**src/rtl/instr_mem_pkg.sv**
```systemverilog
// Shared types for the instruction-memory responder: response entries, grant FSM states, latency bound.
// Latency: n/a (types and a pure function only).
// Backpressure: n/a.
package instr_mem_pkg;

  // Upper bound on both grant and response latency.
  localparam int unsigned MaxLatencyBound = 5;
  // Wide enough to hold any grant wait count up to MaxLatencyBound.
  localparam int unsigned WaitCntW = 3;

  typedef struct packed {
    logic        valid;
    logic [29:0] word_addr;
    logic        err;
  } rsp_entry_t;

  typedef enum logic {
    GntIdle,
    GntWait
  } gnt_state_e;

  // Read data for a word: error responses return zero, otherwise the address is scrambled with the seed.
  function automatic logic [31:0] fetch_data(input logic [29:0] word_addr,
                                             input logic        err,
                                             input logic [31:0] seed);
    return err ? 32'h0 : ({word_addr, 2'b00} ^ seed);
  endfunction

endpackage

```
**src/rtl/instr_mem_rsp_pipe.sv**
```systemverilog
// Response delay line: carries granted entries from the grant cycle towards the output registers.
// Latency: an entry on in_ent appears on feed_ent Depth-1 cycles later; out_vld follows one cycle after that.
// Backpressure: none; one entry per cycle in, one per cycle out, never dropped.
module instr_mem_rsp_pipe
  import instr_mem_pkg::*;
#(
  parameter int unsigned Depth = 3
) (
  input  logic       clk_i,
  input  logic       rst_ni,
  input  rsp_entry_t in_ent,
  output rsp_entry_t feed_ent,
  output logic       out_vld
);

  // feed_ent is the entry about to enter the final stage; the final stage's payload
  // lives in the top's output data registers, so only its valid bit is kept here.
  if (Depth == 1) begin : g_direct
    assign feed_ent = in_ent;
  end else begin : g_line
    rsp_entry_t stage_q [Depth-1];

    // Shift entries one stage per cycle; reset discards everything in flight.
    always_ff @(posedge clk_i or negedge rst_ni) begin
      if (!rst_ni) begin
        for (int unsigned i = 0; i < Depth - 1; i++) begin
          stage_q[i] <= '0;
        end
      end else begin
        stage_q[0] <= in_ent;
        for (int unsigned i = 1; i < Depth - 1; i++) begin
          stage_q[i] <= stage_q[i-1];
        end
      end
    end

    assign feed_ent = stage_q[Depth-2];
  end

  // Final stage valid bit drives rvalid directly from a flop.
  always_ff @(posedge clk_i or negedge rst_ni) begin
    if (!rst_ni) begin
      out_vld <= 1'b0;
    end else begin
      out_vld <= feed_ent.valid;
    end
  end

endmodule

```
**src/rtl/instr_mem_responder.sv**
```systemverilog
// Instruction-memory responder: memory end of an req/gnt/rvalid/err fetch bus with bounded grant latency.
// Latency: gnt GntLatency cycles after req rises (unless stalled/full); rvalid exactly RspLatency cycles after gnt.
// Backpressure: grant withheld while gnt_stall_i is high or MaxOutstanding responses are pending; responses cannot stall.
module instr_mem_responder
  import instr_mem_pkg::*;
#(
  parameter int unsigned GntLatency     = 2,
  parameter int unsigned RspLatency     = 3,
  parameter int unsigned MaxOutstanding = 4,
  parameter logic [31:0] ErrAddrBase    = 32'h0001_0000,
  parameter logic [31:0] DataSeed       = 32'hA5A5_0000
) (
  input  logic        clk_i,
  input  logic        rst_ni,
  input  logic        instr_req_i,
  input  logic [31:0] instr_addr_i,
  output logic        instr_gnt_o,
  output logic        instr_rvalid_o,
  output logic [31:0] instr_rdata_o,
  output logic        instr_err_o,
  input  logic        gnt_stall_i,
  output logic [3:0]  outstanding_o
);

  if (GntLatency > MaxLatencyBound) begin : g_bad_gnt_latency
    $error("GntLatency must be in 0..%0d", MaxLatencyBound);
  end
  if (RspLatency == 0 || RspLatency > MaxLatencyBound) begin : g_bad_rsp_latency
    $error("RspLatency must be in 1..%0d", MaxLatencyBound);
  end
  if (MaxOutstanding == 0 || MaxOutstanding > 8) begin : g_bad_max_outstanding
    $error("MaxOutstanding must be in 1..8");
  end

  localparam int unsigned CntW = $clog2(MaxOutstanding + 1);
  localparam logic [CntW-1:0] MaxCnt = CntW'(MaxOutstanding);
  localparam logic [CntW-1:0] CntOne = CntW'(1);
  // The load cycle in IDLE counts as the first latency cycle, so WAIT counts the remaining GntLatency-1.
  localparam logic [WaitCntW-1:0] WaitLoad =
      (GntLatency == 0) ? '0 : WaitCntW'(GntLatency - 1);

  gnt_state_e          state_q, state_d;
  logic [WaitCntW-1:0] wait_q, wait_d;
  logic [CntW-1:0]     outstanding_q;
  logic                accept_ok;
  logic [29:0]         word_addr;
  logic                addr_err;
  logic                unused_addr_lo;
  rsp_entry_t          in_ent, feed_ent;
  logic [31:0]         rdata_q;
  logic                err_q;

  assign word_addr      = instr_addr_i[31:2];
  assign unused_addr_lo = ^instr_addr_i[1:0];
  assign addr_err       = ({word_addr, 2'b00} >= ErrAddrBase);

  // A response leaving this cycle frees its slot, so a full responder can still grant on that cycle.
  assign accept_ok = !gnt_stall_i && ((outstanding_q < MaxCnt) || instr_rvalid_o);

  // Grant FSM: count down the grant latency, then grant once unblocked; a dropped req abandons the wait.
  always_comb begin
    state_d     = state_q;
    wait_d      = wait_q;
    instr_gnt_o = 1'b0;
    unique case (state_q)
      GntIdle: begin
        if (instr_req_i) begin
          if (GntLatency == 0) begin
            if (accept_ok) begin
              instr_gnt_o = rst_ni;
            end else begin
              state_d = GntWait;
              wait_d  = '0;
            end
          end else begin
            state_d = GntWait;
            wait_d  = WaitLoad;
          end
        end
      end
      GntWait: begin
        if (!instr_req_i) begin
          state_d = GntIdle;
        end else if (wait_q != '0) begin
          wait_d = wait_q - WaitCntW'(1);
        end else if (accept_ok) begin
          instr_gnt_o = rst_ni;
          state_d     = GntIdle;
        end
      end
      default: state_d = GntIdle;
    endcase
  end

  // FSM state and wait counter registers.
  always_ff @(posedge clk_i or negedge rst_ni) begin
    if (!rst_ni) begin
      state_q <= GntIdle;
      wait_q  <= '0;
    end else begin
      state_q <= state_d;
      wait_q  <= wait_d;
    end
  end

  assign in_ent = '{valid: instr_gnt_o, word_addr: word_addr, err: addr_err};

  instr_mem_rsp_pipe #(
    .Depth (RspLatency)
  ) u_rsp_pipe (
    .clk_i    (clk_i),
    .rst_ni   (rst_ni),
    .in_ent   (in_ent),
    .feed_ent (feed_ent),
    .out_vld  (instr_rvalid_o)
  );

  // Output data registers load alongside rvalid and hold their value between responses.
  always_ff @(posedge clk_i or negedge rst_ni) begin
    if (!rst_ni) begin
      rdata_q <= '0;
      err_q   <= 1'b0;
    end else if (feed_ent.valid) begin
      rdata_q <= fetch_data(feed_ent.word_addr, feed_ent.err, DataSeed);
      err_q   <= feed_ent.err;
    end
  end

  // Outstanding count: grant adds one, response removes one, both together cancel.
  always_ff @(posedge clk_i or negedge rst_ni) begin
    if (!rst_ni) begin
      outstanding_q <= '0;
    end else if (instr_gnt_o && !instr_rvalid_o) begin
      outstanding_q <= outstanding_q + CntOne;
    end else if (!instr_gnt_o && instr_rvalid_o) begin
      outstanding_q <= outstanding_q - CntOne;
    end
  end

  assign instr_rdata_o = rdata_q;
  assign instr_err_o   = err_q;
  assign outstanding_o = 4'(outstanding_q);

endmodule

```
**config.mk**
```make
export PLATFORM = sky130hd
export DESIGN_NAME = instr_mem_responder
export DESIGN_NICKNAME = d
export VERILOG_FILES = /design/src/rtl/instr_mem_pkg.sv /design/src/rtl/instr_mem_rsp_pipe.sv /design/src/rtl/instr_mem_responder.sv
export SDC_FILE = /design/constraint.sdc
export NUM_CORES = 1
export LEC_CHECK = 0
export ABC_AREA = 1
export BUFFER_PORTS_ARGS = -buffer_cell sky130_fd_sc_hd__buf_4
export CORE_ASPECT_RATIO = 1.75
export CORE_UTILIZATION = 47
export CTS_CLUSTER_SIZE = 40
export DETAILED_ROUTE_END_ITERATION = 10
export HOLD_SLACK_MARGIN = 0.02
export MAX_ROUTING_LAYER = met4
export PLACE_DENSITY = 0.74
export SLEW_MARGIN = 20
export SYNTH_ARGS = -nofsm -noshare
export SYNTH_HDL_FRONTEND = slang
export SYNTH_SLANG_ARGS = --single-unit
export TNS_END_PERCENT = 1
```
**constraint.sdc**
```tcl
create_clock -name clk_i -period 2 [get_ports clk_i]
set_input_delay 0.4 -clock clk_i [delete_from_list [all_inputs] [get_ports clk_i]]
set_output_delay 0.4 -clock clk_i [all_outputs]
set_load 0.01 [all_outputs]
```
==> results of run 1 <==
where the power goes:
group	switching, W	leakage, nW	internal, W	total, W
combinational	0.000291	0.823	0.000288	0.000579
clock	0.000669	0.143	0.000996	0.00167
sequential	0.0000841	1.28	0.00222	0.00230
flip-flops by register name, summed over array words and instances (netlist names):
name,cells
instr_rdata_o,30
u_rsp_pipe.feed_ent,32
outstanding_q,3
wait_q,3
state_q,1
u_rsp_pipe.g_line.stage_q,32
u_rsp_pipe.out_vld,1
instr_err_o,1
through the flow:
| step | total power (W) | hold slack, ps | util (%) | setup TNS (ps) |
|---|---|---|---|---|
| 6_report | 0.00454 | 168 | 64.6 | -500 |
| 5_1_grt | 0.00475 | 159 | 64.6 | -1010 |
| 4_1_cts | 0.00455 | 154 | 64.4 | -69.8 |
| 3_5_place_dp | 0.00274 | 335 | 58.4 | -175 |
| 3_3_place_gp | 0.00270 | 332 | 58.4 | 0 |
| 2_1_floorplan | 0.00251 | 104 | - | -9.50 |
worst max-delay path, stage by stage, from the launching register on:
cell and delay [ps]:
dfrtp_1 400, inv_2 90, ha_4 140, ha_4 130, nand2_4 50, inv_2 50
nand3b_1 100, nor2_2 170, ha_2 220, inv_2 60, fa_2 360, nand2_2 90
nand3_2 70, nand2_1 70, nand2_1 50
final cells by class:
| class | instances | area (um2) | area share (%) |
|---|---|---|---|
| clock buffer | 12 | 246 | 5.75 |
| clock inverter | 3 | 43.8 | 1.02 |
| inverter | 14 | 52.6 | 1.23 |
| multi-input combinational | 133 | 637 | 14.9 |
| sequential | 103 | 2580 | 60.1 |
| tap | 82 | 103 | 2.39 |
| timing repair buffer | 83 | 627 | 14.6 |
per-layer routing:
metal	global-route usage (%)	part of all wire, %	wire [um]
met5	-	0	0
met4	15.2	5.1	308
met3	2.64	3.4	204
met2	32.8	54	3310
met1	21.0	37	2260
placed cells by master (no fill, tap or decap):
master and count:
o21ai_1 9, buf_4 82, clkbuf_8 1, ha_2 1
nor2_2 1, buf_6 1, bufinv_16 1, inv_2 8
nand2_4 1, nand2_2 3, fa_2 1, nand4_1 1
clkbuf_16 9, inv_1 6, nor2_1 14, nand2_1 91
clkinv_4 1, clkbuf_1 2, nand3b_1 1, xnor2_1 1
conb_1 3, dfrtp_1 103, nand3_2 1, nor2_8 1
clkinv_2 1, o21ai_0 2, ha_4 2
path summary, 6_finish.rpt:
kind | slack [ps] | cells past startpoint | endpoint
max | -160 | 14 | outstanding_q[2]$_DFFE_PN0P_
min | 170 | 1 | u_rsp_pipe.g_line.stage_q[46]$_DFF_PN0_
max reg2reg | -160 | 14 | outstanding_q[2]$_DFFE_PN0P_
min reg2reg | 350 | 0 | u_rsp_pipe.feed_ent[29]$_DFF_PN0_
max in group asynchronous | 1320 | 2 | u_rsp_pipe.g_line.stage_q[42]$_DFF_PN0_
min in group asynchronous | 180 | 2 | u_rsp_pipe.feed_ent[26]$_DFF_PN0_
kinds of logic (layout without fill, tap and decap cells):
logic type	Yosys count	count (layout)	synth area share, %
AOI/OAI and AO/OA	11	11	1.69
DFF	103	103	78.9
and+or+nand+nor	114	114	13.8
adders and majority gates	4	4	1.76
xor gates and xnor gates	1	1	0.268
buffers and inverters	22	112	3.45
other	1	3	0.115
repair_timing:
item,CTS,global route
resized for setup,13,5
hold buffers,0,0
setup buffers,9,2
setup endpoints to repair,3,6
pin swaps,8,7
==> impl_metrics.tcl, run 1 <==
set metrics [dict create \
    rows 39 \
    powerDensity_mw_per_mm2 1060 \
    netlist_area_mm2 0.00327 \
    synth_edf_count 0 \
    clk_path_buf_depth 2 \
    wirelength_mm 6.09 \
    required_ps 2230 \
    vias 2029 \
    worstSetupStartpoint "wait_q[0]$_DFFE_PN0P_" \
    synth.most_common_cell "dfrtp_1" \
    hold_viol_final 0 \
    end_kind "register" \
    cp.arrival_ps 2390 \
    grt.total_usage_pct 19.9 \
    grt_pass1_vias 2204 \
    clock.fmax_mhz 462 \
    fin_crit_ps 2160 \
    portBuffers 69 \
    grt_pass1_wl_mm 10.1 \
    hold_path_startpoint "instr_addr_i[15]" \
    cts_tree "built" \
    worst-path-max-fanout 2 \
    cts.sinks 103 \
    fin_skew_ps 5.08 \
    routabilityCongestion 0.796 \
    ys_ff_latch 103 \
    finalSetupViolCount 6 \
    post_drt_wl_per_cell_um 14.2 \
    fp.coreArea_mm2 0.00664 \
    ys.flop_type "dfrtp_1" \
    maxSlewViolCount 0 \
    cp-start-kind "register" \
    place_ws_ps -96.7 \
    ant_nets 0 \
    viasPerCell 4.72 \
    peakVddDrop_v 0.000711 \
    max-slew-margin-rel_pct 54.8 \
    r2r_start "wait_q[0]$_DFFE_PN0P_" \
    ys_types 18 \
    netlist.area_leader.share_pct 78.9 \
    ioPinCount 75 \
    cts_root_buf "clkbuf_16" \
    clkTransAtPathRegs_ps 60 \
    seq_area_frac_synth_pct 78.9 \
    syn_area_per_cell_um2 12.8 \
    cap_viol_max_count 0 \
    areaGrowthSynthToFinish_pct 31.2 \
    violations "negative setup slack" \
    grt_overflow_total 0 \
    hpwl_mm 3.87 \
    dp_cells 405 \
    synth_commonest_cells "103 x dfrtp_1, 95 x nand2_1, 15 x nor2_1, 12 x inv_1, 8 x o21ai_1" \
    drt_iter0_drc 115 \
    hp-class "input port to register" \
    leakage_nw 2.24 \
    clk-insertion-delay-late_ps 330 \
    synth_top_area_cell "dfrtp_1" \
    grt_max_degree 58 \
    nets 384 \
    synthCells 256 \
    final_area_mm2 0.00429 \
    die_area_mm2 0.00730 \
    die_w_um 65.0 \
    drive_gt1_share_pct 33.0 \
    criticalPathCategory "register to register" \
    worst_pin_slew_ps 679 \
    numCtsBuffers 9 \
    async_flop_share_pct 100 \
    timing.final.crit_share_pct 108 \
    yosysWarnings 0 \
    initial_core_util_pct 49.2 \
    setup_ws_ps -164 \
    drcViolationCount 0 \
    rsz0062_at_grt "true" \
    die_y_um 112 \
    synthTopCellsByArea "dfrtp_1 79%, nand2_1 11%, nor2_1 1.7%" \
    diodes 0 \
    dr.pass1.iters 4 \
    ctsHtreeMaxLevel 3 \
    post_dp_cell_area_mm2 0.00387 \
    fin_cells 430 \
    status "complete, but fails checks" \
    antenna_found_initial 0 \
    fillers 515 \
]
No activity file was read; power rests on OpenSTA's default activity.
==> run 2: changes to the inputs <==
Settings changed: REMOVE_ABC_BUFFERS set to 1.
==> impl_metrics.tcl, run 2 (synthesized netlist as in run 1, its figures left out) <==
set metrics [dict create \
    ioPinCount 75 \
    areaGrowthSynthToFinish_pct 29.0 \
    die_area_mm2 0.00730 \
    end_kind "register" \
    fin_skew_ps 2.47 \
    diodes 0 \
    wl_met1_mm 2.21 \
    cap_viol_max_count 0 \
    cp.arrival_ps 2270 \
    nets 378 \
    grt.total_usage_pct 17.9 \
    die_y_um 112 \
    powerDensity_mw_per_mm2 1030 \
    final_cell_mix "103 x dfrtp_1, 92 x nand2_1, 76 x buf_4" \
    grt_max_degree 73 \
    dp_cells 405 \
    fin_crit_ps 2050 \
    maxSlewViolCount 0 \
    wl_met3_um 238 \
    worst_pin_slew_ps 860 \
    clkTransAtPathRegs_ps 60 \
    antenna_found_initial 0 \
    hp-class "input port to async pin" \
    fin_cells 424 \
    violations "negative setup slack" \
    initial_core_util_pct 49.2 \
    grt_overflow_total 0 \
    swShare_pct 23.4 \
    grt_pass1_vias 1940 \
    setup_ws_ps -47.3 \
    leakage_nw 2.21 \
    finalSetupViolCount 3 \
    ctsHtreeMaxLevel 3 \
    cts_hold_buf 0 \
    clk-insertion-delay-late_ps 330 \
    rows 39 \
    criticalPathCategory "register to register" \
    drcViolationCount 0 \
    fp.coreArea_mm2 0.00664 \
    status "complete, but fails checks" \
    clock.fmax_mhz 488 \
    grt_pass1_wl_mm 9.23 \
    portBuffers 69 \
    cp-start-kind "register" \
    required_ps 2230 \
    hpwl_mm 3.74 \
    vias 1927 \
    timing.final.crit_share_pct 102 \
    routed.top_layer "met4" \
    numCtsBuffers 9 \
    peakVddDrop_v 0.000498 \
    final_util_pct 63.5 \
    drive_gt1_share_pct 31.3 \
    seqPwrFrac_pct 53.0 \
    worst-path-max-fanout 2 \
    routabilityCongestion 0.815 \
    post_drt_wl_per_cell_um 13.2 \
    cts_root_buf "clkbuf_16" \
    rsz0062_at_grt "true" \
    drt_iter0_drc 105 \
    wl_met2_mm 3.03 \
    p_sw_w 0.00101 \
    wirelength_mm 5.61 \
    viasPerCell 4.54 \
    hold_viol_final 0 \
    layout_commonest_cell "dfrtp_1" \
    internal_power_w 0.00331 \
    power.share.clock_pct 35.7 \
    cts_tree "built" \
    clk_path_buf_depth 2 \
    cts.sinks 103 \
    max-slew-margin-rel_pct 42.6 \
    ant_nets 0 \
    die_w_um 65.0 \
    comb_power_share_pct 11.3 \
    dr.pass1.iters 4 \
]
==> run 2: metal layers <==
| metal | vias up | GRT usage, % |
|---|---|---|
| li1 | 931 | - |
| met1 | 936 | 21.2 |
| met2 | 50 | 28.3 |
| met3 | 10 | 4.67 |
| met4 | 0 | 8.55 |
| met5 | - | - |
==> run 2: power groups by stage <==
stage	clock network, W	logic (W)	registers, W
3_5_place_dp	0	0.000405	0.00233
2_1_floorplan	0	0.000171	0.00233
5_1_grt	0.00166	0.000566	0.00231
6_report	0.00155	0.000489	0.00229
4_1_cts	0.00159	0.000481	0.00229
3_3_place_gp	0	0.000381	0.00232
==> run 2: cell type report <==
type	instances	area, um2
timing repair buffer	77	582
tap	82	103
inverter	14	52.6
clock inverter	4	22.5
sequential	103	2580
fill	573	2420
multi-input combinational	133	634
clock buffer	11	243
==> run 2: what timing repair did <==
item                                    CTS  global route
buffers inserted                          3             1
pin swaps                                 6             6
endpoints found under the setup margin    3             3
endpoints found under the hold margin     0             0
resized for setup                        16             1
==> run 2: per-stage QoR <==
stage / hold WS, ps / power, W / area (um2) / setup TNS [ps] / setup WS [ps]
3_5_place_dp: 335 / 0.00273 / 3860 / -253 / -187
4_1_cts: 101 / 0.00436 / 4200 / -232 / -95.1
5_1_grt: 127 / 0.00454 / 4210 / -490 / -193
6_report: 90.6 / 0.00433 / 4210 / -112 / -47.3
2_1_floorplan: 104 / 0.00250 / 3210 / -101 / -96.0
3_3_place_gp: 331 / 0.00270 / 3860 / -21.2 / -21.2
==> run 2: worst paths after layout <==
path	start	endpoint	slack, ps	cells past startpoint
max	wait_q[0]$_DFFE_PN0P_	outstanding_q[2]$_DFFE_PN0P_	-50	14
min	rst_ni	u_rsp_pipe.feed_ent[7]$_DFF_PN0_	90	2
max reg2reg	wait_q[0]$_DFFE_PN0P_	outstanding_q[2]$_DFFE_PN0P_	-50	14
min reg2reg	u_rsp_pipe.g_line.stage_q[52]$_DFF_PN0_	u_rsp_pipe.feed_ent[20]$_DFF_PN0_	350	0
max in group asynchronous	rst_ni	u_rsp_pipe.feed_ent[25]$_DFF_PN0_	710	3
min in group clk_i	instr_addr_i[5]	u_rsp_pipe.g_line.stage_q[36]$_DFF_PN0_	170	1
==> run 2: worst max-delay path, stage by stage, from the launching register on <==
cell and delay [ps]:
dfrtp_1 400, inv_2 90, ha_4 140, ha_4 130
nand2_4 40, inv_2 40, nand3b_1 110, nor2_2 140
ha_2 210, inv_2 50, fa_2 340, inv_1 80
nand2_2 60, nand4_1 70, nand2_1 60
==> run 3: changes to the inputs <==
Clock period 2 ns to 1.65 ns, I/O delays scaled along.
==> impl_metrics.tcl, run 3 (synthesized netlist as in run 1, its figures left out) <==
set metrics [dict create \
    status "complete, but fails checks" \
    violations "negative setup slack" \
    comb_power_share_pct 11.7 \
    worst-path-max-fanout 2 \
    antenna_found_initial 0 \
    ioPinCount 75 \
    clock.fmax_mhz 490 \
    rows 39 \
    final_area_mm2 0.00430 \
    wirelength_mm 5.55 \
    ant_nets 0 \
    cp-start-kind "register" \
    drcViolationCount 0 \
    max-slew-margin-rel_pct 60.9 \
    seqPwrFrac_pct 50.8 \
    die_area_mm2 0.00730 \
    wl_met2_mm 2.82 \
    crit_family "adder cells" \
    required_ps 1880 \
    maxSlewViolCount 0 \
    die_y_um 112 \
    internal_power_w 0.00417 \
    final_util_pct 64.8 \
    drive_gt1_share_pct 32.4 \
    powerDensity_mw_per_mm2 1270 \
    diodes 0 \
    finalSetupViolCount 3 \
    clk-insertion-delay-late_ps 340 \
    initial_core_util_pct 49.2 \
    cp_cell_sequence "inv_2 > ha_4 > ha_4 > nand2_4 > inv_2 > nand3b_1 > nor2_2 > ha_4 > inv_2 > fa_2 > nand2_2 > nand3_2 > nand2_1 > nand2_1" \
    end_kind "register" \
    vias 1950 \
    wl_met3_um 249 \
    leakage_nw 2.24 \
    peakVddDrop_v 0.00101 \
    crit_path_max_incr_delay_ps 390 \
    swShare_pct 23.5 \
    grt_pass1_wl_mm 9.12 \
    layout_commonest_cell "dfrtp_1" \
    setup_ws_ps -389 \
    drt_iter0_drc 145 \
    power.share.clock_pct 37.5 \
    wl_met1_mm 2.26 \
    post_drt_wl_per_cell_um 12.9 \
    grt_pass1_vias 1936 \
    fin_crit_ps 2040 \
    worst_pin_slew_ps 586 \
    fin_skew_ps 4.29 \
    numCtsBuffers 9 \
    final_cell_mix "103 x dfrtp_1, 92 x nand2_1, 81 x buf_4" \
    clkTransAtPathRegs_ps 70 \
    post_dp_cell_area_mm2 0.00389 \
    cap_viol_max_count 0 \
    grt_overflow_total 0 \
    clk_path_buf_depth 2 \
    cp.arrival_ps 2270 \
    cts.sinks 103 \
    hp-class "input port to register" \
    timing.final.crit_share_pct 124 \
    dr.pass1.iters 4 \
    hold_viol_final 0 \
    die_w_um 65.0 \
    criticalPathCategory "register to register" \
    p_sw_w 0.00128 \
    cts_tree "built" \
    grt_max_degree 51 \
    timing.critical_path.slowest_stage_cell "dfrtp_1" \
    areaGrowthSynthToFinish_pct 31.6 \
    multi_input_area_um2 644 \
    hpwl_mm 3.73 \
    path_buf_inv 3 \
    viasPerCell 4.52 \
    nets 384 \
    routabilityCongestion 0.768 \
    grt.total_usage_pct 17.8 \
    portBuffers 69 \
    rsz0062_at_grt "true" \
    fillers 530 \
    fp.coreArea_mm2 0.00664 \
    cts_root_buf "clkbuf_16" \
    ctsHtreeMaxLevel 3 \
    routed.top_layer "met4" \
    seqCellArea_mm2 0.00258 \
]
-- run 3: final timing paths --
check / from / to / slack, ps / cells past startpoint
worst min-delay path: instr_addr_i[4] / u_rsp_pipe.g_line.stage_q[35]$_DFF_PN0_ / 90 / 1
worst min register to register: u_rsp_pipe.g_line.stage_q[58]$_DFF_PN0_ / u_rsp_pipe.feed_ent[26]$_DFF_PN0_ / 350 / 0
worst max-delay path: wait_q[0]$_DFFE_PN0P_ / outstanding_q[2]$_DFFE_PN0P_ / -390 / 14
min in group asynchronous: rst_ni / u_rsp_pipe.g_line.stage_q[39]$_DFF_PN0_ / 510 / 3
max in group asynchronous: rst_ni / instr_rdata_o[22]$_DFFE_PN0P_ / 290 / 4
worst max register to register: wait_q[0]$_DFFE_PN0P_ / outstanding_q[2]$_DFFE_PN0P_ / -390 / 14
-- run 3: metrics by stage --
stage	power [W]	setup TNS, ps	setup WS, ps	hold slack [ps]	instances
after floorplan	0.00303	-811	-446	34.4	250
after global placement	0.00330	-636	-365	313	409
after detailed placement	0.00333	-999	-522	317	409
after CTS	0.00546	-1130	-417	84.2	429
after global routing	0.00569	-1400	-505	82.6	431
final	0.00545	-1080	-389	94.4	431
-- run 3: power groups by stage --
stage	logic [W]	registers, W	clock network (W)
floorplan	0.000207	0.00282	0
global placement	0.000494	0.00280	0
detailed placement	0.000524	0.00281	0
CTS	0.000617	0.00277	0.00208
global route	0.000718	0.00279	0.00219
finish	0.000638	0.00277	0.00205
-- run 3: final cells by class --
cell class	count	share of cell area, %
repair buffers	83	14.6
inverters	14	1.22
clock buffers	11	5.41
flip-flops and latches	103	60.0
well taps	82	2.39
clock inverters	5	1.37
multi-input cells	133	15.0
-- run 3: repair_timing --
action,4_1_cts,5_1_grt
hold buffers,1,0
hold endpoints to repair,16,0
endpoints found under the setup margin,4,4
pin swaps,9,9
gates resized for setup,15,4
buffers inserted,3,2
-- run 3: metal layers --
layer | vias up | track usage (%)
li1 | 952 | -
met5 | - | -
met3 | 14 | 3.86
met4 | 0 | 13.0
met1 | 936 | 21.2
met2 | 48 | 26.5
